File: config.mk
export PLATFORM = sky130hd
export DESIGN_NAME = doctor_slot
export DESIGN_NICKNAME = d
export VERILOG_FILES = /design/src/rtl/data_flow_model_doctor_slot.sv
export SDC_FILE = /design/constraint.sdc
export NUM_CORES = 1
export LEC_CHECK = 0
export CAP_MARGIN = 20
export CORE_AREA = 2 2 39 41
export DETAILED_ROUTE_END_ITERATION = 12
export DIE_AREA = 0 0 41 43
export HOLD_SLACK_MARGIN = 0.05
export PLACE_DENSITY_LB_ADDON = 0.08
export SETUP_SLACK_MARGIN = 0.5
export SLEW_MARGIN = 0
export SYNTH_ARGS = -nofsm -noshare
export SYNTH_HDL_FRONTEND = slang
export SYNTH_SLANG_ARGS = --single-unit
File: constraint.sdc
create_clock -name clk -period 0.99 [get_ports clk]
set_input_delay 0.099 -clock clk [delete_from_list [all_inputs] [get_ports clk]]
set_output_delay 0.099 -clock clk [all_outputs]
set_load 0.005 [all_outputs]
File: src/rtl/data_flow_model_doctor_slot.sv
// One doctor: busy flag plus consultation countdown; o_expire_c flags the edge on
// which the current consultation ends.
module doctor_slot #(
  parameter int unsigned CONSULT_CYCLES = 15,
  parameter int unsigned CNT_W          = 4
) (
  input  logic clk,
  input  logic rst_n,
  input  logic i_load,
  input  logic i_release,
  output logic o_busy,
  output logic o_expire_c
);

  logic             r_busy;
  logic [CNT_W-1:0] r_cnt;

  assign o_busy     = r_busy;
  assign o_expire_c = r_busy && (r_cnt == CNT_W'(1));

  // Load beats release; a load on the expiry edge simply restarts the count.
  always_ff @(posedge clk or negedge rst_n) begin
    if (!rst_n) begin
      r_busy <= 1'b0;
      r_cnt  <= '0;
    end else if (i_load) begin
      r_busy <= 1'b1;
      r_cnt  <= CNT_W'(CONSULT_CYCLES);
    end else if (i_release) begin
      r_busy <= 1'b0;
      r_cnt  <= '0;
    end else if (r_busy) begin
      r_cnt <= r_cnt - CNT_W'(1);
      if (o_expire_c) r_busy <= 1'b0;
    end
  end

endmodule

# [Yosys cells after proc, flatten, opt, wreduce, memory -nomap -nowiden]
# Cells that the tools add are included.
[totals] register_bits=5 latchBits=0 ramBits=0 rom_bits=0 in_bits=4 output_inout_bits=2 wordCells=13 memories=0
[classes] add_sub_neg=1 multipliers=0 div=0 n_lt_le_gt_ge=0 n_eq_ne=1 n_shift=0 muxes=7 bitwise=0 reduce_logical=2
[ops] cell="two-way mux 4 bit" n=3
[ops] cell="equality test 4 x 1 -> 1 bit, second input constant" n=1
[ops] cell="two-way mux 1 bit" n=4
[ops] cell="subtractor 4 x 1 -> 4 bit, second input constant" n=1
[ops] cell="nonzero test 3 bit" n=1
[ops] cell="logical AND 1 bit" n=1

# [Logic depth before layout (Yosys ltp)]
# Gate-level depths: netlist of the first run.
[logic_depth] depth_word=6 ltp_mapped=5 mapped_depth_nobuf=5

# [Worst setup path after synthesis of the first run]
# No wires, ideal clock.
[synth_path] path_type="reg-to-reg" start="register r_cnt[0]" end="register r_cnt[1]" setup_time_ns=0.118 arrival_time_ns=0.956 required_time_ns=0.872 path_slack_ns=-0.084 stages_incl_launch_ff=5 path_buffers=0 synth_period_minus_slack_ns=1.074 cell_sequence="dfrtp_1 -> inv_1 -> ha_1 -> mux2i_1 -> a21o_1"
[synth_via] elab_chain_len=4
[synth_lines] element="from (decl)" line="16" text="logic [CNT_W-1:0] r_cnt;"
[synth_lines] element="from (signal assigned)" line="28" text="r_cnt <= CNT_W'(CONSULT_CYCLES);"
[synth_lines] element="from (signal assigned)" line="33" text="r_cnt <= r_cnt - CNT_W'(1);"
[synth_lines] element="subtractor 4 x 1 -> 4 bit" line="33"
[synth_lines] element="two-way mux 4 bit" line="32" text="end else if (r_busy) begin"
[synth_lines] element="two-way mux 4 bit" line="29" text="end else if (i_release) begin"
[synth_lines] element="two-way mux 4 bit" line="26" text="end else if (i_load) begin"
# Every way passes these cells. The select of a mux whose other input is x is not followed.
# A chain may end at the register's enable or synchronous reset.

# [Final worst setup path of the first run]
[layout_path] start="register r_cnt[0]" end="register r_cnt[3]"
# Same word-level chain as after synthesis.

==> reports/metrics.cfg, run 1 <==
[floorplan]
ioPinCount = 6
dieArea_sq_um = 1763
die_h_um = 43
core_sq_um = 1384
num_rows = 14
start_util_pct = 20.16
die_w_um = 41

[critical_path]
rrSetupSlack_ns = -0.28
worstPathCellList = buf_6, buf_6, nor4b_4, xor2_1, a21o_1
cp_slowest_stage_delay_ns = 0.41
r2r-end = r_cnt[3]
crit_family = flip-flops
slowest_stage = dfrtp_1
cp.required_ns = 1.11
crit_type = reg2reg
crit_fanout = 3
path_common_cell = buf_6
r2r-start = r_cnt[0]
reg2regPathDepth = 5
crit_path_end_kind = register
worstSetupStartpointType = register
cp.arrival_ns = 1.39
critPathBufInv = 2

[drt]
drt_first_iter_violations = 2
drc = 0
dr.pass1.iters = 4
postRouteAntennaNets = 0
vias = 233
wl_per_cell_um = 9.133
totalWireLength_um = 548
vias_per_cell = 3.883

[synthesis]
ys_ff_latch = 5
synth_enable_flop_cells = 0
synthFlopType = dfrtp_1
synthTopCellsByArea = dfrtp_1, a21o_1, ha_1, nor4b_4, xor2_1
synth_nets = 30
synth.avg_cell_area_sq_um = 11.63
synth_common_cells = dfrtp_1, a21o_1, inv_1
synthMostInstantiatedCell = dfrtp_1
yosys_warnings = 0
synthesis.area_sq_um = 279.0
synth_top_area_cell = dfrtp_1
syn_inst = 24
yosysTopAreaCellShare_pct = 44.84
ys_types = 12
yosysSeqAreaShare_pct = 44.84
synthArstFlopShare_pct = 100.0

[run]
maxCapViolCount = 0

[placed_design]
hpwl_um = 463.4
gp_congestion = 0.6334
io_buffers = 5
place_inst = 53
post-place-ws_ns = -0.3552

[power]
leakagePower_uw = 0.0002439
peakVddDrop_mv = 0.6143
power_density_nw_per_um2 = 1281
total_power_uw = 652.6

[clock_network]
clk_latency_ns = 0.24
cts-htree-levels = 1
tritoncts = built
cts_buffer_depth = 2
cts-root-buf = clkbuf_4
cts_buffers = 3
clkTransAtPathRegs_ns = 0.04
cts_sinks = 5

[sta]
post-route-period-util_pct = 128.0
maxSlewViolCount = 0
final_hold_viol_count = 0
setup_viol = 6
finalWorstSetupSlack_ns = -0.2771
rsz0062_at_grt = true
layout_min_cycle_time_ns = 1.267
max_freq_mhz = 789.2
tightest_slew_ns = 0.2273
max_slew_margin_pct = 84.80
fin_skew_ns = 0.002220

[grt]
globalRoute.totalOverflow = 0
grt_pass1_vias = 237
grt_max_degree = 6
antenna_found_initial = 0
gr-usage-all-layers_pct = 8.788
grt_pass1_wl_um = 931

[outcome]
violations = negative setup slack
status = finished, violations left

[cells_and_area]
area_delta_synth_final_pct = 82.51
instances_no_fill = 60
drive_gt1_share_pct = 61.36
postLayoutCoreUtil_pct = 36.80
n_antenna_cell = 0
final_nets = 51

[hold_path]
hp-class = in2async

-- registers in the layout (all words and copies together) (netlist names) --
name and flops:
r_cnt 4, o_busy 1
-- metal layers --
metal	track usage [%]	up-vias	share of wire, %
met2	11.56	4	50
li1	-	120	-
met4	10.00	0	2.2
met5	0	-	0
met3	3.141	2	4.7
met1	9.508	107	43
-- area by class of cell --
cell class | instances | area [sq um]
timing repair buffer | 16 | 147.6
sequential | 5 | 126.4
fill | 143 | 874.6
multi-input combinational | 16 | 175.2
inverter | 3 | 13.76
tap | 16 | 20.02
clock buffer | 4 | 26.28
-- power breakdown --
part	switching, uW	leakage, uW	internal (uW)
logic	71.0	0.000175	116
clock network	75.3	0.0000150	152
registers	14.9	0.0000535	223
-- layout by cell type (no fill, tap or decap), drive strengths merged --
master | netlist | final
nand2 | 2 | 2
dfrtp | 5 | 5
inv | 3 | 3
and3 | 1 | 1
xnor2 | 1 | 1
clkbuf | 0 | 4
xor2 | 2 | 2
ha | 2 | 2
buf | 0 | 13
mux2i | 1 | 1
nor2 | 1 | 1
a31o | 1 | 1
nor4b | 1 | 1
a21o | 4 | 4
clkdlybuf4s50 | 0 | 3
-- how the worst max path moves through the flow --
stage | to | slack [ns] | depth (start not counted) | startpoint
after floorplan | r_cnt[1] | -0.06 | 4 | r_cnt[0]
after global placement | o_expire_c | -0.34 | 4 | r_cnt[1]
after detailed placement | o_expire_c | -0.36 | 4 | r_cnt[1]
final | r_cnt[3] | -0.28 | 5 | r_cnt[0]
after CTS | r_cnt[3] | -0.29 | 5 | r_cnt[1]
after global routing | r_cnt[3] | -0.33 | 5 | r_cnt[0]
-- what timing repair did --
action	4_1_cts	5_1_grt
pin swaps	4	4
buffers inserted	2	1
gates resized for setup	19	1
hold buffers	0	0
endpoints found under the setup margin	7	7
endpoints found under the hold margin	0	0
-- per-stage QoR --
stage / hold slack, ns / area [sq um] / TNS (ns)
CTS: 0.08128 / 498.0 / -1.090
finish: 0.08332 / 509.2 / -1.178
detailed placement: 0.3397 / 422.9 / -0.9366
global placement: 0.3307 / 422.9 / -0.9386
global route: 0.08496 / 509.2 / -1.477
floorplan: -0.1966 / 292.8 / -0.1604
-- cell families after synthesis --
group,Yosys count,synth area share [%]
AOI/OAI and AO/OA,5,13.90
adders and majority gates,2,8.967
DFF,5,44.84
and+or+nand+nor,5,15.25
buffers and inverters,3,4.036
muxes,1,3.588
xor gates and xnor gates,3,9.419
Power figures use the tool's default switching activity.
==> inputs of run 2 (changes only) <==
SKIP_LAST_GASP = 1   (was not set)
==> reports/metrics.cfg, run 2 (synthesis gave the netlist of run 1 again) <==
[sta]
max_slew_margin_pct = 84.87  ; was 84.80%
max_freq_mhz = 790.9  ; was 789.2 MHz
layout_min_cycle_time_ns = 1.264  ; was 1.267 ns
setup_viol = 6  ; unchanged
whs_ns = 0.08275  ; was 0.08332 ns
rsz0062_at_grt = true  ; unchanged
finalSetupTns_ns = -1.192  ; was -1.178 ns
post-route-period-util_pct = 127.7  ; was 128.0%
finalWorstSetupSlack_ns = -0.2743  ; was -0.2771 ns
final_hold_viol_count = 0  ; unchanged
maxSlewViolCount = 0  ; unchanged
fin_skew_ns = 0.002220  ; unchanged
tightest_slew_ns = 0.2263  ; was 0.2273 ns

[cells_and_area]
postLayoutCoreUtil_pct = 36.62  ; was 36.80%
n_antenna_cell = 0  ; unchanged
layout_common_cells = buf_6, buf_4, a21o_1, dfrtp_1  ; unchanged
largest_register_ffs = 4  ; unchanged
largest-register = r_cnt  ; unchanged
drive_gt1_share_pct = 59.09  ; was 61.36%
area_delta_synth_final_pct = 81.61  ; was 82.51%
final_nets = 51  ; unchanged

[critical_path]
crit_type = reg2reg  ; unchanged
worstSetupStartpointType = register  ; unchanged
r2r-start = r_cnt[0]  ; unchanged
crit_fanout = 3  ; unchanged
crit_path_end_kind = register  ; unchanged
cp.arrival_ns = 1.39  ; about the same
r2r-end = r_cnt[3]  ; unchanged
reg2regPathDepth = 5  ; unchanged
cp.required_ns = 1.11  ; about the same
rrSetupSlack_ns = -0.27  ; was -0.28 ns

[floorplan]
num_rows = 14  ; unchanged
die_h_um = 43  ; unchanged
dieArea_sq_um = 1763  ; unchanged
core_sq_um = 1384  ; unchanged
start_util_pct = 20.16  ; unchanged
die_w_um = 41  ; unchanged
ioPinCount = 6  ; unchanged

[outcome]
status = finished, violations left  ; unchanged
violations = negative setup slack  ; unchanged

[grt]
gr-usage-all-layers_pct = 8.889  ; was 8.788%
antenna_found_initial = 0  ; unchanged
grt_max_degree = 6  ; unchanged
grt_pass1_vias = 240  ; was 237
grt_pass1_wl_um = 945  ; was 931 um
globalRoute.totalOverflow = 0  ; unchanged

[drt]
postRouteAntennaNets = 0  ; unchanged
drt_first_iter_violations = 6  ; was 2
vias = 234  ; was 233
dr.pass1.iters = 4  ; unchanged
drc = 0  ; unchanged
totalWireLength_um = 553  ; was 548 um
vias_per_cell = 3.900  ; was 3.883
wl_per_cell_um = 9.217  ; was 9.133 um

[clock_network]
cts_buffer_depth = 2  ; unchanged
cts_sinks = 5  ; unchanged
cts_hold_buf = 0  ; unchanged
clkTransAtPathRegs_ns = 0.04  ; about the same
tritoncts = built  ; unchanged
cts-htree-levels = 1  ; unchanged
clk_latency_ns = 0.24  ; about the same
cts-root-buf = clkbuf_4  ; unchanged
cts_buffers = 3  ; unchanged

[power]
total_power_uw = 650.6  ; was 652.6 uW
power_density_nw_per_um2 = 1284  ; was 1281 nW/um^2
leakagePower_uw = 0.0002431  ; was 0.0002439 uW
peakVddDrop_mv = 0.6137  ; was 0.6143 mV

[placed_design]
io_buffers = 5  ; unchanged
hpwl_um = 463.4  ; unchanged
gp_congestion = 0.6334  ; unchanged
post-place-ws_ns = -0.3552  ; unchanged

[run]
maxCapViolCount = 0  ; unchanged

[hold_path]
hp-class = in2async  ; unchanged

[run 2: area by class of cell]
cell class / count / area, sq um
sequential: 5 / 126.4
tap: 16 / 20.02
timing repair buffer: 16 / 147.6
clock buffer: 4 / 26.28
inverter: 3 / 13.76
fill: 143 / 877.1
multi-input combinational: 16 / 172.7
[run 2: how the worst max path moves through the flow]
stage,startpoint,to,slack (ns),depth (start not counted)
3_3_place_gp,r_cnt[1],o_expire_c,-0.34,4
2_1_floorplan,r_cnt[0],r_cnt[1],-0.06,4
6_report,r_cnt[0],r_cnt[3],-0.27,5
4_1_cts,r_cnt[1],o_expire_c,-0.31,4
5_1_grt,r_cnt[0],r_cnt[3],-0.33,5
3_5_place_dp,r_cnt[1],o_expire_c,-0.36,4
[run 2: per-stage QoR]
step	std cells	area [sq um]
2_1_floorplan	24	292.8
3_3_place_gp	53	422.9
3_5_place_dp	53	422.9
4_1_cts	59	493.0
5_1_grt	60	506.7
6_report	60	506.7
[run 2: repair_timing]
item | in CTS | in global routing
endpoints found under the setup margin | 7 | 7
gates resized for setup | 14 | 5
endpoints found under the hold margin | 0 | 0
buffers inserted | 2 | 1
gates cloned | 0 | 0
pin swaps | 4 | 7
[run 2: per-layer routing]
metal	track usage, %	vias up	routed length, um
li1	-	120	-
met1	9.180	108	234
met2	12.19	4	279
met3	3.141	2	26
met4	10.00	0	12
met5	0	-	0
[run 2: worst max-delay path, cell delays in order, from the launching register on]
cell     delay [ns]
dfrtp_1        0.41
buf_6          0.13
buf_6          0.12
nor4b_4        0.21
xor2_1         0.10
a21o_1         0.18
[run 2: power by group]
part	switching (uW)	total (uW)	internal [uW]	leakage (uW)
clock	75.3	227	152	0.0000150
sequential	15.0	238	223	0.0000535
combinational	69.6	185	116	0.000175
total	160	651	491	0.000243
